<file path="src/rtl/pc_sequencer.sv">
// pc_sequencer: program-flow controller for the single-cycle 9-bit-instruction CPU.
// It owns the program counter and sequences a run from the start handshake
// through to halt. On each RUN cycle it applies the decoder Branch/Halt outputs
// and the ALU compare result.
//
// Parameters:
//   D          - program counter width (instruction ROM depth is 2^D)
//   START_ADDR - PC loaded on reset and on every re-arm
//
// Ports:
//   clk      in   system clock, rising edge
//   reset    in   synchronous active-high reset, highest priority
//   start    in   level; run requested while high, begins when it falls
//   branch   in   decoder Branch for the instruction at pc
//   halt     in   decoder Halt for the instruction at pc
//   taken    in   ALU compare result (branch condition holds)
//   target   in   absolute branch destination [D-1:0]
//   stall    in   hold pc and suppress halt/branch decisions this cycle
//   pc       out  registered program counter / ROM address [D-1:0]
//   fetch_en out  high while in RUN
//   done     out  registered, high while in HALT
//   cycles   out  32-bit saturating RUN-cycle counter
//                 (only when PC_SEQ_CYCLE_COUNT_EN is defined)
//
// Optional feature macro: PC_SEQ_CYCLE_COUNT_EN.

module pc_sequencer #(
    parameter int unsigned D          = 10,
    parameter int unsigned START_ADDR = 0
) (
    input  logic         clk,
    input  logic         reset,
    input  logic         start,
    input  logic         branch,
    input  logic         halt,
    input  logic         taken,
    input  logic [D-1:0] target,
    input  logic         stall,
    output logic [D-1:0] pc,
    output logic         fetch_en,
    output logic         done
`ifdef PC_SEQ_CYCLE_COUNT_EN
    ,
    output logic [31:0]  cycles
`endif
);

    localparam logic [D-1:0] START_PC = D'(START_ADDR);
    localparam logic [D-1:0] PC_ONE   = D'(1);

    typedef enum logic [1:0] {
        StIdle,
        StArmed,
        StRun,
        StHalt
    } state_t;

    state_t state;
    logic   start_q;   // previous start level, for rising-edge detection in RUN
    logic   to_armed;  // this edge enters ARMED

    always_comb begin
        to_armed = 1'b0;
        case (state)
            StIdle:  to_armed = start;
            StRun:   to_armed = start && !start_q;
            StHalt:  to_armed = start;
            default: to_armed = 1'b0;
        endcase
    end

    assign fetch_en = (state == StRun);

    always_ff @(posedge clk) begin
        if (reset) begin
            state   <= StIdle;
            pc      <= START_PC;
            done    <= 1'b0;
            start_q <= 1'b0;
        end else begin
            start_q <= start;
            case (state)
                StIdle: begin
                    pc <= START_PC;
                    if (to_armed) begin
                        state <= StArmed;
                    end
                end
                StArmed: begin
                    pc <= START_PC;
                    if (!start) begin
                        state <= StRun;
                    end
                end
                StRun: begin
                    // An abort/re-arm outranks both stall and halt.
                    if (to_armed) begin
                        state <= StArmed;
                        pc    <= START_PC;
                    end else if (!stall) begin
                        if (halt) begin
                            // pc stays on the halt instruction
                            state <= StHalt;
                            done  <= 1'b1;
                        end else if (branch && taken) begin
                            pc <= target;
                        end else begin
                            pc <= pc + PC_ONE;  // wraps modulo 2^D
                        end
                    end
                end
                StHalt: begin
                    if (to_armed) begin
                        state <= StArmed;
                        done  <= 1'b0;
                        pc    <= START_PC;
                    end
                end
                default: begin
                    state <= StIdle;
                    pc    <= START_PC;
                    done  <= 1'b0;
                end
            endcase
        end
    end

`ifdef PC_SEQ_CYCLE_COUNT_EN
    // Counts every edge taken while in RUN, stalls included; entry to ARMED
    // restarts it and it holds in HALT/IDLE so the count is readable after done.
    always_ff @(posedge clk) begin
        if (reset) begin
            cycles <= 32'd0;
        end else if (to_armed) begin
            cycles <= 32'd0;
        end else if ((state == StRun) && (cycles != 32'hFFFF_FFFF)) begin
            cycles <= cycles + 32'd1;
        end
    end
`endif

endmodule

</file>
<file path="config.mk">
export PLATFORM = sky130hd
export DESIGN_NAME = pc_sequencer
export DESIGN_NICKNAME = d
export VERILOG_FILES = /design/src/rtl/pc_sequencer.sv
export SDC_FILE = /design/constraint.sdc
export NUM_CORES = 1
export LEC_CHECK = 0
export CELL_PAD_IN_SITES_DETAIL_PLACEMENT = 1
export CELL_PAD_IN_SITES_GLOBAL_PLACEMENT = 2
export CORE_UTILIZATION = 26
export DETAILED_ROUTE_END_ITERATION = 16
export GPL_TIMING_DRIVEN = 0
export PLACE_DENSITY_LB_ADDON = 0.1
export SLEW_MARGIN = 20
export SYNTH_ARGS = -nofsm -noshare
export SYNTH_HDL_FRONTEND = slang
export SYNTH_SLANG_ARGS = --single-unit
</file>
<file path="constraint.sdc">
create_clock -name clk -period 2.25 [get_ports clk]
set_input_delay 0.45 -clock clk [delete_from_list [all_inputs] [get_ports clk]]
set_output_delay 0.45 -clock clk [all_outputs]
set_load 0.05 [all_outputs]
</file>
==> qor.json, run 1 <==
{
  "grt_start_max_net_pins": {"value": 11},
  "final_min_period_over_clock_period": {"value": 92.6, "unit": "%"},
  "crit_path_max_incr_delay": {"value": 0.50, "unit": "ns"},
  "place_congestion": {"value": 0.715},
  "setup_violations": {"value": 0},
  "slew_worst_pin": {"value": 0.504, "unit": "ns"},
  "hold_path.class": {"value": "register to register"},
  "timing.max_cap.violations": {"value": 0},
  "die_height": {"value": 63.2, "unit": "µm"},
  "worst_slack": {"value": 0.166, "unit": "ns"},
  "crit_path_cell_trace": {"value": "clkdlybuf4s50_1 > or4b_1 > buf_2 > a2111oi_4 > and3_1 > a221o_2"},
  "placed_area": {"value": 0.00131, "unit": "mm²"},
  "io_pins": {"value": 29},
  "post_synth_edffs": {"value": 0},
  "power.share.clock": {"value": 23.7, "unit": "%"},
  "vias_in_the_first_global_route": {"value": 1047},
  "detail_route.vias_per_cell": {"value": 5.17},
  "timing.final.crit_period": {"value": 2.08, "unit": "ns"},
  "instances_no_fill": {"value": 196},
  "grt_overflow": {"value": 0},
  "clock-skew-final": {"value": 0.00424, "unit": "ns"},
  "critPathMaxFanout": {"value": 6},
  "grt.total_usage": {"value": 17.0, "unit": "%"},
  "combinational_group_share_of_total_power": {"value": 44.4, "unit": "%"},
  "ir_worst_vdd": {"value": 0.000346, "unit": "V"},
  "synth-seq-cells": {"value": 14},
  "htreeDepth": {"value": 1},
  "detailroute.via_count": {"value": 1013},
  "drive_above_1_share": {"value": 9.33, "unit": "%"},
  "grt_antenna_before_repair": {"value": 0},
  "area_of_the_die": {"value": 0.00399, "unit": "mm²"},
  "tritoncts": {"value": "yes"},
  "internal_power": {"value": 0.552, "unit": "mW"},
  "final_cell_area": {"value": 0.00136, "unit": "mm²"},
  "drt-initial-drc-count": {"value": 36},
  "detailed_place_hpwl": {"value": 2.33, "unit": "mm"},
  "synthDistinctLibCells": {"value": 44},
  "layout.cells.most_common": {"value": "sky130_fd_sc_hd__clkdlybuf4s50_1"},
  "outcome": {"value": "finished, final reports clean"},
  "crit_slowest_cell": {"value": "sky130_fd_sc_hd__or4b_1"},
  "ctsRootBufferMaster": {"value": "sky130_fd_sc_hd__clkbuf_8"},
  "pwr_density_cell": {"value": 660, "unit": "mW/mm²"},
  "cts.path.max_buffers": {"value": 2},
  "synth_flop_cell": {"value": "sky130_fd_sc_hd__dfxtp_1"},
  "switching_part_of_the_total_power": {"value": 38.6, "unit": "%"},
  "post_place_setup_slack": {"value": -0.184, "unit": "ns"},
  "critical_path_required": {"value": 2.45, "unit": "ns"},
  "final-max-slew-violation-count": {"value": 0},
  "power.share.sequential": {"value": 31.9, "unit": "%"},
  "die-width": {"value": 63.2, "unit": "µm"},
  "power.net_switching": {"value": 0.347, "unit": "mW"},
  "routed_wl": {"value": 3.09, "unit": "mm"},
  "diodes": {"value": 0},
  "asyncSetResetFlopFracSynth": {"value": 0, "unit": "%"},
  "grt_setup_unrepaired": {"value": "false"},
  "crit_type": {"value": "input port to register"},
  "buffer_ports.inserted": {"value": 28},
  "report.final.hold_viol_count": {"value": 0},
  "cp_data_arrival_time": {"value": 2.28, "unit": "ns"},
  "hold-worst-slack": {"value": 0.518, "unit": "ns"},
  "startpoint_type": {"value": "input port"},
  "flow.area_growth_from_synthesis": {"value": 40.0, "unit": "%"},
  "netlist_area": {"value": 973, "unit": "µm²"},
  "gate_count_post_synth": {"value": 119},
  "postLayoutCoreUtil": {"value": 39.3, "unit": "%"},
  "grt_pass1_wl": {"value": 5.22, "unit": "mm"},
  "final_nets": {"value": 174},
  "worstSkewPairLatency": {"value": 0.25, "unit": "ns"},
  "mostFrequentLayoutCells": {"value": "27 x sky130_fd_sc_hd__clkdlybuf4s50_1, 14 x sky130_fd_sc_hd__dfxtp_1, 12 x sky130_fd_sc_hd__nand2_1, 10 x sky130_fd_sc_hd__nor2_1, 5 x sky130_fd_sc_hd__nand3_1"},
  "rows": {"value": 21},
  "post_synth_main_area_contributors": {"value": "sky130_fd_sc_hd__dfxtp_1 29%, sky130_fd_sc_hd__ha_1 6.4%, sky130_fd_sc_hd__nand2_1 4.6%"},
  "post_dr_wirelength_cell": {"value": 15.8, "unit": "µm"},
  "postCtsSetupRepairBufs": {"value": 0},
  "post-route-drc-count": {"value": 0},
  "yosys_warnings": {"value": 0},
  "clock_pin_slew_reported_for_the_worst_setup_and_hold_paths_after_clock_tree_synthesis": {"value": 0.06, "unit": "ns"},
  "finalPower": {"value": 0.899, "unit": "mW"},
  "floorplan.initialDensity": {"value": 28.1, "unit": "%"},
  "place.detailed.instances": {"value": 193},
  "cts-buffers-inserted": {"value": 3},
  "share_of_the_synthesized_area_in_the_top_cell_type": {"value": 28.8, "unit": "%"},
  "leakagePower": {"value": 0.478, "unit": "nW"},
  "critical_path.endpoint_type": {"value": "register"},
  "syn_nets": {"value": 141},
  "tns": {"value": 0, "unit": "ns"},
  "cts_num_sinks": {"value": 14},
  "synthesis.area_per_instance": {"value": 8.18, "unit": "µm²"},
  "max_slew_margin_vs_limit": {"value": 66.4, "unit": "%"},
  "fmax": {"value": 0.480, "unit": "GHz"},
  "synth_sequential_area_ratio": {"value": 28.8, "unit": "%"},
  "synthDominantAreaCellType": {"value": "sky130_fd_sc_hd__dfxtp_1"},
  "drt_pass1_iterations": {"value": 2},
  "ant_nets": {"value": 0},
  "design.core.area": {"value": 0.00347, "unit": "mm²"}
}
-- final timing paths --
kind         startpoint       end  slack [ns]  cells after the start
max               stall     pc[8]        0.17                      6
min            state[1]  state[1]        0.52                      2
max reg2reg    state[0]     pc[8]        0.18                      7
min reg2reg    state[1]  state[1]        0.52                      2
-- cells in the mapped netlist, drive strengths merged, types with 2 or more instances --
cell and n:
nand3 5, mux2 2, clkbuf 3, or2 2, a2111oi 2, a21o 3
dfxtp 14, o31ai 3, nor3b 3, nand2b 2, and3 4, ha 5
nand4 3, nand2 12, a22oi 2, o211ai 3, a32oi 2, a21oi 5
a221o 3, nor2b 3, inv 4, nor2 10, o21ai 4, o21a 3
-- power groups by stage --
stage | clock network [mW] | logic, mW | registers (mW)
2_1_floorplan | 0 | 0.267 | 0.290
3_3_place_gp | 0 | 0.380 | 0.288
3_5_place_dp | 0 | 0.388 | 0.291
4_1_cts | 0.224 | 0.388 | 0.286
5_1_grt | 0.227 | 0.440 | 0.289
6_report | 0.213 | 0.400 | 0.287
-- timing repair --
| item | in CTS | in global routing |
|---|---|---|
| cloned | 0 | 0 |
| gates resized for setup | 1 | 5 |
| endpoints found under the setup margin | 1 | 5 |
| hold buffers | 0 | 0 |
-- critical path: cells and delay by family --
| kind | cells | cell delay (ns) |
|---|---|---|
| buf+inv | 2 | 0.64 |
| compound gates | 2 | 0.47 |
| simple gates | 2 | 0.71 |
-- cells by family after synthesis --
group,after synthesis,share of synthesized area [%]
flip-flops,14,28.8
AO/OA/AOI/OAI,37,29.8
AND/OR/NAND/NOR,51,27.5
buffers and inverters,8,3.21
adder cells (fa/ha/maj),5,6.43
multiplexers,3,3.34
XOR/XNOR,1,0.900
-- state kept, by name, summed over array words and instances, names as in the netlist --
signal / count
start_q: 1
pc: 10
state: 2
done: 1
-- area by class of cell --
class                      count  area, µm²
fill                         425       2110
timing repair buffer          28        279
multi-input combinational     97        672
buffer                         4       17.5
sequential                    14        280
tap                           46       57.6
inverter                       4       15.0
clock buffer                   3       41.3
-- per-layer routing --
metal | track usage (%) | vias up | wire length (µm)
met5 | 0 | - | 0
met4 | 5.11 | 0 | 38
met3 | 3.80 | 4 | 105
met2 | 26.6 | 20 | 1390
met1 | 22.9 | 479 | 1550
li1 | - | 510 | -
Power figures use the tool's default switching activity.
==> inputs of run 2 (changes only) <==
- GPL_TIMING_DRIVEN: 0 -> 1
==> qor.json, run 2 (synthesized netlist as in run 1, its figures left out) <==
{
  "cpLargestDelayFamily": {"value": "simple AND/OR/NAND/NOR gates", "change": "unchanged"},
  "grt_antenna_before_repair": {"value": 0, "change": "unchanged"},
  "clock-skew-final": {"value": 0.00132, "unit": "ns", "change": "was 0.00424 ns"},
  "worstSkewPairLatency": {"value": 0.25, "unit": "ns", "change": "about the same"},
  "instances_no_fill": {"value": 207, "change": "was 196"},
  "hold-worst-slack": {"value": 0.523, "unit": "ns", "change": "was 0.518 ns"},
  "nFillCells": {"value": 425, "change": "unchanged"},
  "drt-initial-drc-count": {"value": 36, "change": "unchanged"},
  "grt_pass1_wl": {"value": 5.12, "unit": "mm", "change": "was 5.22 mm"},
  "hold_path.class": {"value": "register to register", "change": "unchanged"},
  "cts.path.max_buffers": {"value": 2, "change": "unchanged"},
  "worst_slack": {"value": 0.197, "unit": "ns", "change": "was 0.166 ns"},
  "critical_path.endpoint_type": {"value": "register", "change": "unchanged"},
  "ctsRootBufferMaster": {"value": "sky130_fd_sc_hd__clkbuf_8", "change": "unchanged"},
  "timing.final.crit_period": {"value": 2.05, "unit": "ns", "change": "was 2.08 ns"},
  "grt_start_max_net_pins": {"value": 10, "change": "was 11"},
  "clock_pin_slew_reported_for_the_worst_setup_and_hold_paths_after_clock_tree_synthesis": {"value": 0.06, "unit": "ns", "change": "about the same"},
  "post_place_setup_slack": {"value": -0.0435, "unit": "ns", "change": "was -0.184 ns"},
  "io_pins": {"value": 29, "change": "unchanged"},
  "detailroute.via_count": {"value": 1047, "change": "was 1,013"},
  "die_height": {"value": 63.2, "unit": "µm", "change": "unchanged"},
  "power.share.sequential": {"value": 29.9, "unit": "%", "change": "was 31.9%"},
  "pwr_density_cell": {"value": 662, "unit": "mW/mm²", "change": "was 660 mW/mm²"},
  "post_cts_resize_count": {"value": 0, "change": "was 1"},
  "reg2reg_to": {"value": "pc[6]", "change": "was pc[8]"},
  "drt_pass1_iterations": {"value": 4, "change": "was 2"},
  "grt_overflow": {"value": 0, "change": "unchanged"},
  "power.share.clock": {"value": 22.6, "unit": "%", "change": "was 23.7%"},
  "routed_wl": {"value": 3.19, "unit": "mm", "change": "was 3.09 mm"},
  "crit_buf_inv": {"value": 0, "change": "was 2"},
  "die-width": {"value": 63.2, "unit": "µm", "change": "unchanged"},
  "internal_power": {"value": 0.604, "unit": "mW", "change": "was 0.552 mW"},
  "grt_setup_unrepaired": {"value": "false", "change": "unchanged"},
  "cts_num_sinks": {"value": 14, "change": "unchanged"},
  "crit_path_cell_trace": {"value": "ha_1 > or4b_1 > a2111oi_4 > and3_1 > a221o_1", "change": "was clkdlybuf4s50_1 > or4b_1 > buf_2 > a2111oi_4 > and3_1 > a221o_2"},
  "place_congestion": {"value": 0.749, "change": "was 0.715"},
  "cp_data_arrival_time": {"value": 2.25, "unit": "ns", "change": "was 2.28 ns"},
  "leakagePower": {"value": 0.541, "unit": "nW", "change": "was 0.478 nW"},
  "htreeDepth": {"value": 1, "change": "unchanged"},
  "cp_num_cells": {"value": 5, "change": "was 6"},
  "rows": {"value": 21, "change": "unchanged"},
  "timing.critical_path.from": {"value": "state[0]", "change": "was stall"},
  "detailed_place_hpwl": {"value": 2.53, "unit": "mm", "change": "was 2.33 mm"},
  "final-max-slew-violation-count": {"value": 0, "change": "unchanged"},
  "ir_worst_vdd": {"value": 0.000393, "unit": "V", "change": "was 0.000346 V"},
  "critPathMaxFanout": {"value": 6, "change": "unchanged"},
  "setup_violations": {"value": 0, "change": "unchanged"},
  "detail_route.vias_per_cell": {"value": 5.06, "change": "was 5.17"},
  "outcome": {"value": "finished, final reports clean", "change": "unchanged"},
  "startpoint_type": {"value": "register", "change": "was input port"},
  "postCtsSetupRepairBufs": {"value": 0, "change": "unchanged"},
  "final_min_period_over_clock_period": {"value": 91.2, "unit": "%", "change": "was 92.6%"},
  "post-route-drc-count": {"value": 0, "change": "unchanged"},
  "combinational_group_share_of_total_power": {"value": 47.6, "unit": "%", "change": "was 44.4%"},
  "final_nets": {"value": 185, "change": "was 174"},
  "slew_worst_pin": {"value": 0.585, "unit": "ns", "change": "was 0.504 ns"},
  "reg2reg_slack": {"value": 0.20, "unit": "ns", "change": "was 0.18 ns"},
  "crit_type": {"value": "register to register", "change": "was input port to register"},
  "grt.total_usage": {"value": 16.4, "unit": "%", "change": "was 17.0%"},
  "floorplan.initialDensity": {"value": 28.1, "unit": "%", "change": "unchanged"},
  "ant_nets": {"value": 0, "change": "unchanged"},
  "post_dr_wirelength_cell": {"value": 15.4, "unit": "µm", "change": "was 15.8 µm"},
  "crit_slowest_cell": {"value": "sky130_fd_sc_hd__or4b_1", "change": "unchanged"},
  "timing.critical_path.to": {"value": "pc[6]", "change": "was pc[8]"},
  "layout.cells.most_common": {"value": "sky130_fd_sc_hd__clkdlybuf4s50_1", "change": "unchanged"},
  "r2r_depth": {"value": 5, "change": "was 7"},
  "tritoncts": {"value": "yes", "change": "unchanged"},
  "timing.max_cap.violations": {"value": 0, "change": "unchanged"},
  "critical_path_required": {"value": 2.45, "unit": "ns", "change": "about the same"},
  "finalPower": {"value": 0.958, "unit": "mW", "change": "was 0.899 mW"},
  "power.net_switching": {"value": 0.354, "unit": "mW", "change": "was 0.347 mW"},
  "largest_register": {"value": "pc", "change": "unchanged"},
  "number_of_flip_flops_under_the_largest_register_name": {"value": 10, "change": "unchanged"},
  "flow.area_growth_from_synthesis": {"value": 48.6, "unit": "%", "change": "was 40.0%"},
  "diodes": {"value": 0, "change": "unchanged"},
  "biggestRegsByFlops": {"value": "pc x10, state x2", "change": "unchanged"},
  "report.final.hold_viol_count": {"value": 0, "change": "unchanged"},
  "design.core.area": {"value": 0.00347, "unit": "mm²", "change": "unchanged"},
  "drive_above_1_share": {"value": 15.5, "unit": "%", "change": "was 9.33%"},
  "area_of_the_die": {"value": 0.00399, "unit": "mm²", "change": "unchanged"},
  "mostFrequentLayoutCells": {"value": "27 x sky130_fd_sc_hd__clkdlybuf4s50_1, 16 x sky130_fd_sc_hd__buf_4, 14 x sky130_fd_sc_hd__dfxtp_1, 12 x sky130_fd_sc_hd__nand2_1, 10 x sky130_fd_sc_hd__nor2_1", "change": "was 27 x sky130_fd_sc_hd__clkdlybuf4s50_1, 14 x sky130_fd_sc_hd__dfxtp_1, 12 x sky130_fd_sc_hd__nand2_1, 10 x sky130_fd_sc_hd__nor2_1, 5 x sky130_fd_sc_hd__nand3_1"},
  "max_slew_margin_vs_limit": {"value": 61.0, "unit": "%", "change": "was 66.4%"},
  "buffer_ports.inserted": {"value": 28, "change": "unchanged"},
  "r2r_start": {"value": "state[0]", "change": "unchanged"},
  "place.detailed.instances": {"value": 204, "change": "was 193"},
  "worst_hold_path.num_cells": {"value": 2, "change": "unchanged"},
  "switching_part_of_the_total_power": {"value": 36.9, "unit": "%", "change": "was 38.6%"},
  "crit_path_max_incr_delay": {"value": 0.66, "unit": "ns", "change": "was 0.50 ns"},
  "cts-buffers-inserted": {"value": 3, "change": "unchanged"},
  "postCtsHoldBufs": {"value": 0, "change": "unchanged"},
  "fmax": {"value": 0.487, "unit": "GHz", "change": "was 0.480 GHz"},
  "vias_in_the_first_global_route": {"value": 1066, "change": "was 1,047"}
}
## run 2: per-stage QoR
stage	area (µm²)	setup TNS, ns	utilization [%]
floorplan	973	0	-
global placement	1410	0	40.5
detailed placement	1410	-0.120	40.5
CTS	1450	0	41.7
global route	1450	0	41.7
finish	1450	0	41.7
## run 2: area by class of cell
| class | count | area (µm²) | share of cell area, % |
|---|---|---|---|
| Multi-Input combinational cell | 97 | 662 | 45.8 |
| Timing Repair Buffer | 43 | 390 | 27.0 |
| Sequential cell | 14 | 280 | 19.4 |
| Tap cell | 46 | 57.6 | 3.98 |
| Clock buffer | 3 | 41.3 | 2.85 |
| Inverter | 4 | 15.0 | 1.04 |
## run 2: worst min-delay path by stage
stage	slack (ns)	from	endpoint
after global routing	0.57	done	done
after detailed placement	0.52	state[1]	state[1]
after floorplan	0.47	state[1]	state[1]
final	0.52	state[1]	state[1]
after CTS	0.53	state[1]	state[1]
after global placement	0.49	state[1]	state[1]
## run 2: power by group through the flow
stage          Sequential [mW]  Combinational [mW]  Clock [mW]
3_3_place_gp             0.289               0.448           0
4_1_cts                  0.286               0.461       0.221
2_1_floorplan            0.290               0.267           0
5_1_grt                  0.290               0.494       0.233
6_report                 0.286               0.456       0.216
3_5_place_dp             0.291               0.456           0
## run 2: routing by layer
layer	track usage, %	vias up	part of all wire, %	wire [µm]
met1	22.1	494	49	1580
met2	27.0	19	47	1490
met3	3.26	2	3.4	108
met4	3.41	0	0.44	14
met5	0	-	0	0
li1	-	532	-	-
## run 2: worst register-to-register path, cell delays in order (launching register included)
cell and delay, ns:
sky130_fd_sc_hd__dfxtp_1 0.34, sky130_fd_sc_hd__ha_1 0.27, sky130_fd_sc_hd__or4b_1 0.66, sky130_fd_sc_hd__a2111oi_4 0.41, sky130_fd_sc_hd__and3_1 0.22, sky130_fd_sc_hd__a221o_1 0.10
==> inputs of run 3 (changes only) <==
- CTS_CLUSTER_SIZE: not set -> 12
==> results of run 3 <==
No change in the layout: final DEF, timing and power equal those of run 2.
